<file path="config.mk">
export PLATFORM = sky130hd
export DESIGN_NAME = vmsu_mult_seq
export DESIGN_NICKNAME = d
export VERILOG_FILES = /design/src/rtl/vmsu_pkg.sv /design/src/rtl/vmsu_pp_step.sv /design/src/rtl/vmsu_mult_seq.sv
export SDC_FILE = /design/constraint.sdc
export NUM_CORES = 1
export LEC_CHECK = 0
export CORE_MARGIN = 2
export CORE_UTILIZATION = 59
export CTS_CLUSTER_SIZE = 8
export DETAILED_ROUTE_END_ITERATION = 8
export PLACE_DENSITY = 0.82
export SYNTH_ARGS = -nofsm -noshare
export SYNTH_HDL_FRONTEND = slang
export SYNTH_SLANG_ARGS = --single-unit
</file>
<file path="constraint.sdc">
create_clock -name clk -period 6.5 [get_ports clk]
set_clock_uncertainty 0.15 [all_clocks]
set_input_delay 0.975 -clock clk [delete_from_list [all_inputs] [get_ports clk]]
set_output_delay 0.975 -clock clk [all_outputs]
set_load 0.01 [all_outputs]
</file>
<file path="src/rtl/vmsu_pkg.sv">
// Shared state encoding and arithmetic helpers for the vmsu sequential multiplier.
package vmsu_pkg;

  typedef enum logic [1:0] {IDLE, RUN, FINAL} vmsu_state_e;

  function automatic int iter_count(input int width, input int bpc);
    return width / bpc;
  endfunction

  function automatic logic [63:0] twos_neg(input logic [63:0] x);
    return ~x + 64'd1;
  endfunction

  // Magnitude of a width-bit value held zero-extended in x; the most negative
  // value maps to 2^(width-1), which still fits in width unsigned bits.
  function automatic logic [63:0] abs_val(input logic [63:0] x, input int width, input logic en);
    if (en && (((x >> (width - 1)) & 64'd1) != 64'd0))
      return twos_neg(x) & ((64'd1 << width) - 64'd1);
    return x;
  endfunction

endpackage

</file>
<file path="src/rtl/vmsu_pp_step.sv">
// One RUN step: adds |a| times the low BPC bits of the shifting accumulator
// into its upper half, then shifts the whole accumulator right by BPC.
module vmsu_pp_step #(
  parameter int WIDTH = 16,
  parameter int BPC   = 1
) (
  input  logic [2*WIDTH-1:0] acc_in,
  input  logic [WIDTH-1:0]   mcand,
  output logic [2*WIDTH-1:0] acc_out
);

  logic [WIDTH+BPC-1:0] partial;
  logic [WIDTH+BPC-1:0] sum;

  always_comb begin
    partial = (WIDTH+BPC)'(mcand) * (WIDTH+BPC)'(acc_in[BPC-1:0]);
    sum     = (WIDTH+BPC)'(acc_in[2*WIDTH-1:WIDTH]) + partial;
  end

  // The lower half still holds the unretired multiplier bits.
  generate
    if (BPC == WIDTH) begin : g_single
      assign acc_out = sum;
    end else begin : g_shift
      assign acc_out = {sum, acc_in[WIDTH-1:BPC]};
    end
  endgenerate

endmodule

</file>
<file path="src/rtl/vmsu_mult_seq.sv">
// Iterative sign-magnitude multiplier with start/done handshake and an
// optional accumulate mode carrying a sticky overflow flag.
module vmsu_mult_seq #(
  parameter int WIDTH = 16,
  parameter int BPC   = 1
) (
  input  logic               clk,
  input  logic               rst,
  input  logic               start,
  input  logic               clear,
  input  logic               signed_mode,
  input  logic               acc_en,
  input  logic [WIDTH-1:0]   a,
  input  logic [WIDTH-1:0]   b,
  output logic               busy,
  output logic               done,
  output logic [2*WIDTH-1:0] p,
  output logic               acc_ovf
);
  import vmsu_pkg::*;

  localparam int ITERS = iter_count(WIDTH, BPC);
  localparam int CNT_W = $clog2(ITERS + 1);

  vmsu_state_e        state, state_nxt;
  logic [CNT_W-1:0]   cnt;
  logic [2*WIDTH-1:0] prod, prod_step;
  logic [WIDTH-1:0]   mcand;
  logic               neg, acc_mode, sgn_mode;
  logic               last_step, accept;
  logic [2*WIDTH-1:0] signed_prod, p_nxt;
  logic [2*WIDTH:0]   acc_sum;
  logic               ovf_nxt;

  vmsu_pp_step #(.WIDTH(WIDTH), .BPC(BPC)) u_step (
    .acc_in (prod),
    .mcand  (mcand),
    .acc_out(prod_step)
  );

  // The done cycle doubles as an idle cycle so results can stream back-to-back.
  assign accept    = start && !clear && (state == IDLE || state == FINAL);
  assign last_step = (state == RUN) && (cnt == CNT_W'(ITERS - 1));
  assign busy      = (state != IDLE);
  assign done      = (state == FINAL);

  always_comb begin
    state_nxt = state;
    case (state)
      IDLE:    if (accept) state_nxt = RUN;
      RUN:     if (last_step) state_nxt = FINAL;
      FINAL:   state_nxt = accept ? RUN : IDLE;
      default: state_nxt = IDLE;
    endcase
    if (clear) state_nxt = IDLE;
  end

  always_comb begin
    signed_prod = neg ? (2*WIDTH)'(twos_neg(64'(prod_step))) : prod_step;
    acc_sum     = {1'b0, p} + {1'b0, signed_prod};
    p_nxt       = acc_mode ? acc_sum[2*WIDTH-1:0] : signed_prod;
    ovf_nxt     = acc_ovf;
    if (acc_mode) begin
      if (sgn_mode)
        ovf_nxt = acc_ovf | ((p[2*WIDTH-1] == signed_prod[2*WIDTH-1]) &&
                             (acc_sum[2*WIDTH-1] != p[2*WIDTH-1]));
      else
        ovf_nxt = acc_ovf | acc_sum[2*WIDTH];
    end
  end

  always_ff @(posedge clk or posedge rst) begin
    if (rst) begin
      state    <= IDLE;
      cnt      <= '0;
      prod     <= '0;
      mcand    <= '0;
      neg      <= 1'b0;
      acc_mode <= 1'b0;
      sgn_mode <= 1'b0;
      p        <= '0;
      acc_ovf  <= 1'b0;
    end else begin
      state <= state_nxt;
      if (clear) begin
        cnt     <= '0;
        p       <= '0;
        acc_ovf <= 1'b0;
      end else if (accept) begin
        cnt      <= '0;
        mcand    <= WIDTH'(abs_val(64'(a), WIDTH, signed_mode));
        prod     <= {{WIDTH{1'b0}}, WIDTH'(abs_val(64'(b), WIDTH, signed_mode))};
        neg      <= signed_mode & (a[WIDTH-1] ^ b[WIDTH-1]);
        acc_mode <= acc_en;
        sgn_mode <= signed_mode;
      end else if (state == RUN) begin
        prod <= prod_step;
        cnt  <= cnt + CNT_W'(1);
        if (last_step) begin
          p       <= p_nxt;
          acc_ovf <= ovf_nxt;
        end
      end
    end
  end

endmodule

</file>
==> results of run 1 <==
==> state kept, by name, indices dropped and copies added, names as in the netlist <==
signal / count
acc_mode: 1
acc_ovf: 1
cnt: 5
mcand: 16
neg: 1
p: 32
prod: 32
sgn_mode: 1
state: 2
==> final cells by class <==
cell class	instances	area share
tap	172	0.0250
clock inverter	5	0.00436
clock buffer	11	0.0293
timing repair buffer	77	0.0880
inverter	29	0.0128
sequential	91	0.264
multi-input combinational	743	0.576
==> layer usage <==
layer | vias up | GRT usage
li1 | 3378 | -
met1 | 3264 | 0.387
met2 | 225 | 0.449
met3 | 32 | 0.0360
met4 | 0 | 0.0933
met5 | - | 0
==> final timing paths <==
path                                         endpoint  slack, ns
max in group asynchronous           p[23]$_DFFE_PP0P_       4.22
worst max register to register    acc_ovf$_DFFE_PP0P_       0.52
worst max-delay path              acc_ovf$_DFFE_PP0P_       0.52
worst min-delay path            mcand[15]$_DFFE_PP0P_       0.31
min in group asynchronous        prod[15]$_DFFE_PP0P_       0.80
worst min register to register  mcand[15]$_DFFE_PP0P_       0.31
==> synth_stat cells, types with 3 or more instances <==
cell and count:
nand3_1 7, o221ai_1 3, o21ai_0 95, nand2_1 92
ha_1 53, nor2b_1 4, and3_1 5, or4_4 4
xor2_1 27, nor3b_1 4, clkbuf_1 32, a21oi_1 72
buf_6 3, or3_1 9, o31ai_1 14, a211o_1 3
nor2_1 72, a211oi_1 7, nand4_1 8, o21bai_1 6
a22o_1 18, mux2i_1 8, o211ai_1 5, o41ai_1 5
nor3_1 17, a221o_1 5, nand3b_1 3, a41oi_1 3
xnor2_1 68, a31oi_1 11, and2_1 22, nand2b_1 7
a21o_1 24, dfrtp_1 91, a22oi_1 17, inv_1 29
o21a_1 7
==> where the power goes <==
group	switching, mW	internal (mW)	total (mW)
clock network	0.228	0.281	0.509
registers	0.112	0.649	0.762
logic	0.754	0.517	1.27
==> worst max-delay path, stage by stage (launching register included) <==
cell and delay (ns):
dfrtp_1 0.51, and2_1 0.20, ha_1 0.23, fa_1 0.53, or4_4 0.59, or4_4 0.53
or4_4 0.54, nor4_4 0.33, a21oi_1 0.15, xnor2_1 0.15, ha_1 0.35, a21o_1 0.20
a21o_1 0.17, a21oi_1 0.13, o21ai_0 0.16, or3b_2 0.47, a41oi_1 0.18, a211oi_1 0.07
o32ai_1 0.25
==> cell families (layout without fill, tap and decap cells) <==
family,count (synthesis),in the layout
buffers and inverters,68,122
AO/OA/AOI/OAI,313,313
multiplexers,8,8
AND/OR/NAND/NOR,272,272
adder cells (fa/ha/maj),55,55
XOR/XNOR,95,95
flip-flops,91,91
==> results.yml, run 1 <==
logic_synthesis:
  synth_top_area_share: 0.303
  synth.distinct_cells: 68
  synth_xor_area_frac: 0.111
  synth_cells: 902
  synth_ff_type: "dfrtp_1"
  synth-simple-area-share: 0.177
  syn-cell-area_um2: 7530
  synth_area_leaders: "dfrtp_1 (30%), ha_1 (8.8%), xnor2_1 (7.9%)"
  synth_edf_count: 0
  synth_nets: 995
  synth_top_family_by_area: "compound AO/OA/AOI/OAI gates"
  synthAdderAreaFrac: 0.0934
  synth_compound_area_frac: 0.267
  ys_ff_latch: 91
  synthMuxAreaShare: 0.0106
  synth-seq-area-share: 0.303
  synthArstFlopShare: 1.00
  avgSynthCellArea_um2: 8.34
  yosys_warnings: 0
  synth_top_cell_by_area: "dfrtp_1"
run:
  drv_cap: 0
timing:
  tightest_slew_ns: 1.23
  max_slew_margin: 0.183
  min_period_over_period: 0.920
  drv_slew: 0
  fin_tns_setup_ns: 0
  fin_hold_ws_ns: 0.314
  min_period_ns: 5.98
  clock.fmax_ghz: 0.167
  worst_slack_ns: 0.521
  rsz0062_at_grt: "false"
  setup_violations: 0
  finalHoldViolCount: 0
finish:
  final_cell_mix: "o21ai_0 (95), nand2_1 (92), dfrtp_1 (91)"
  ff_latch_area_um2: 2280
  fin_area_um2: 8620
  layout_commonest_cell: "o21ai_0"
  drive_gt1_frac: 0.0408
  multi_input_area_um2: 4970
  nets: 1044
  num_antenna_cells: 0
  instances_no_fill: 1128
  area_delta_synth_final_pct: 14.5
  post-route-util: 0.689
  nFillCells: 1066
setup_path:
  r2r_cells: 18
  critPathKind: "reg -> reg"
  path_max_fanout: 17
  r2r_start: "prod[0]$_DFFE_PP0P_"
  critPathLaunch: "prod[0]$_DFFE_PP0P_"
  cp-start-kind: "register"
  cp.arrival_ns: 6.08
  required_ns: 6.60
  endpoint_kind: "register"
clocking:
  cts_tree: "yes"
  insertion_delay_ns: 0.35
  clock_sinks: 91
  postCtsSetupBuffers: 0
  cts_hold_buf: 0
  numCtsBuffers: 9
  cts_resized: 0
  clockBufferDepth: 2
  root_buffer: "clkbuf_16"
  htreeDepth: 3
  path_clk_slew_ns: 0.07
detailed_routing:
  highest_layer: "met4"
  routedWlPerCell_um: 16.3
  viasPerCell: 6.12
  vias: 6899
  wl_met3_um: 973
  drt_iter0_drc: 525
  ant_nets: 0
  routed_wirelength_um: 18300
  wirelength_met1_um: 8570
  wl_met2_um: 8460
  dr.pass1.iters: 5
  drc: 0
global_routing:
  grt_max_degree: 68
  grt_pass1_wl_um: 30200
  first_global_vias: 6324
  antenna_found_initial: 0
  grtUsageTotal: 0.278
  gr-total-overflow: 0
pwr:
  p_per_area_nw_per_um2: 295
  p_leak_nw: 3.78
  total_power_mw: 2.54
  ir_worst_vdd_mv: 0.157
floorplanning:
  rows: 41
  dieArea_um2: 13700
  ios: 73
  start_util: 0.601
  core_area_um2: 12500
  die_h_um: 117
  die_x_um: 117
placed_design:
  io_buffers: 72
  dp_hpwl_um: 13700
  place.gp.congestion: 0.928
  dp_slack_ns: 0.542
  place_area_um2: 8330
  dp.cells: 1112
status:
  outcome: "finished clean"
min_path:
  hold_path.startpoint: "mcand[15]$_DFFE_PP0P_"
  hold_depth: 2
  hp-class: "reg -> reg"
No activity file was read; power rests on OpenSTA's default activity.
==> run 2, diff against run 1 <==
CTS_CLUSTER_DIAMETER = 150   (was unset)
==> results of run 2 <==
Final layout, timing and power as in run 1 (identical DEF).
==> run 3, diff against run 2 <==
CTS_CLUSTER_DIAMETER = unset   (was 150)
SLEW_MARGIN = 15   (was unset)
TNS_END_PERCENT = 5   (was unset)
==> results.yml, run 3 (same netlist as run 1, synthesis figures left out) <==
status:
  outcome: "finished clean"
finish:
  multi_input_area_um2: 4970
  final_cell_mix: "o21ai_0 (95), nand2_1 (92), dfrtp_1 (91)"
  ff_latch_area_um2: 2280
  fin_area_um2: 8620
  layout_commonest_cell: "o21ai_0"
  nets: 1044
  nFillCells: 1063
  drive_gt1_frac: 0.0408
  area_delta_synth_final_pct: 14.6
  reg_top3: "p: 32 flops, prod: 32 flops, mcand: 16 flops"
  num_antenna_cells: 0
floorplanning:
  dieArea_um2: 13700
  die_x_um: 117
  ios: 73
  core_area_um2: 12500
  rows: 41
  start_util: 0.601
  die_h_um: 117
setup_path:
  required_ns: 6.60
  cp-start-kind: "register"
  cp.arrival_ns: 6.10
  path_max_fanout: 17
  critPathKind: "reg -> reg"
  endpoint_kind: "register"
timing:
  fin_hold_ws_ns: 0.316
  finalHoldViolCount: 0
  clock.fmax_ghz: 0.167
  drv_slew: 0
  setup_violations: 0
  fin_tns_setup_ns: 0
  rsz0062_at_grt: "false"
  max_slew_margin: 0.183
  min_period_over_period: 0.923
  tightest_slew_ns: 1.22
  min_period_ns: 6.00
detailed_routing:
  drc: 0
  drt_iter0_drc: 533
  routedWlPerCell_um: 16.3
  vias: 6842
  ant_nets: 0
  routed_wirelength_um: 18400
  dr.pass1.iters: 5
  viasPerCell: 6.07
pwr:
  total_power_mw: 2.54
  ir_worst_vdd_mv: 0.158
  p_per_area_nw_per_um2: 295
  p_leak_nw: 3.78
placed_design:
  place_area_um2: 8330
  place.gp.congestion: 0.928
  io_buffers: 72
  dp_hpwl_um: 13700
global_routing:
  grtUsageTotal: 0.278
  grt_max_degree: 68
  first_global_vias: 6324
  gr-total-overflow: 0
  grt_pass1_wl_um: 30200
  antenna_found_initial: 0
clocking:
  clock_sinks: 91
  path_clk_slew_ns: 0.07
  numCtsBuffers: 9
  root_buffer: "clkbuf_16"
  cts_hold_buf: 0
  insertion_delay_ns: 0.35
  htreeDepth: 3
  postCtsSetupBuffers: 0
  cts_resized: 0
  clockBufferDepth: 2
  cts_tree: "yes"
run:
  drv_cap: 0
min_path:
  hp-class: "reg -> reg"
## run 3: cell types whose count changed in the layout (fill, tap and decap cells not counted)
cell | previous run | this run
nor2_4 | 0 | 1
nor2_2 | 2 | 1
## run 3: metrics by stage
stage | std cells | util | worst slack (ns)
detailed placement | 1112 | 0.665 | 0.542
finish | 1128 | 0.689 | 0.499
global route | 1128 | 0.689 | 0.0827
global placement | 1112 | 0.665 | 0.718
floorplan | 902 | - | 1.01
CTS | 1128 | 0.689 | 0.527
## run 3: final cells by class
| cell class | count | share of cell area |
|---|---|---|
| clock buffers | 11 | 0.0293 |
| clock inverters | 5 | 0.00435 |
| inverters | 29 | 0.0128 |
| multi-input cells | 743 | 0.577 |
| flip-flops and latches | 91 | 0.264 |
| well taps | 172 | 0.0250 |
| repair buffers | 77 | 0.0879 |
## run 3: worst paths after layout
check | from | end | slack, ns | cells past startpoint
hold reg to reg | mcand[15]$_DFFE_PP0P_ | mcand[15]$_DFFE_PP0P_ | 0.32 | 2
setup reg to reg | prod[0]$_DFFE_PP0P_ | acc_ovf$_DFFE_PP0P_ | 0.50 | 18
hold / removal | mcand[15]$_DFFE_PP0P_ | mcand[15]$_DFFE_PP0P_ | 0.32 | 2
setup / recovery | prod[0]$_DFFE_PP0P_ | acc_ovf$_DFFE_PP0P_ | 0.50 | 18
max in group asynchronous | rst | p[16]$_DFFE_PP0P_ | 4.23 | 3
min in group asynchronous | rst | prod[15]$_DFFE_PP0P_ | 0.80 | 2
## run 3: power by group
part | internal, mW | leakage (nW) | total [mW] | switching (mW)
Clock | 0.281 | 0.138 | 0.510 | 0.229
Sequential | 0.649 | 1.21 | 0.761 | 0.112
Combinational | 0.517 | 2.43 | 1.27 | 0.755
## run 3: critical path, cell delays in order (launching register included)
cell and delay, ns:
dfrtp_1 0.56, and2_1 0.19, ha_1 0.22, fa_1 0.51
or4_4 0.59, or4_4 0.53, or4_4 0.54, nor4_4 0.33
a21oi_1 0.16, xnor2_1 0.15, ha_1 0.35, a21o_1 0.20
a21o_1 0.17, a21oi_1 0.13, o21ai_0 0.16, or3b_2 0.47
a41oi_1 0.18, a211oi_1 0.07, o32ai_1 0.24
## run 3: metal layers
metal,part of all wire,global-route usage,wire (µm),vias to the layer above
li1,-,-,-,3371
met1,0.47,0.387,8570,3219
met2,0.47,0.449,8540,229
met3,0.053,0.0360,964,23
met4,0.015,0.0933,274,0
met5,0,0,0,-
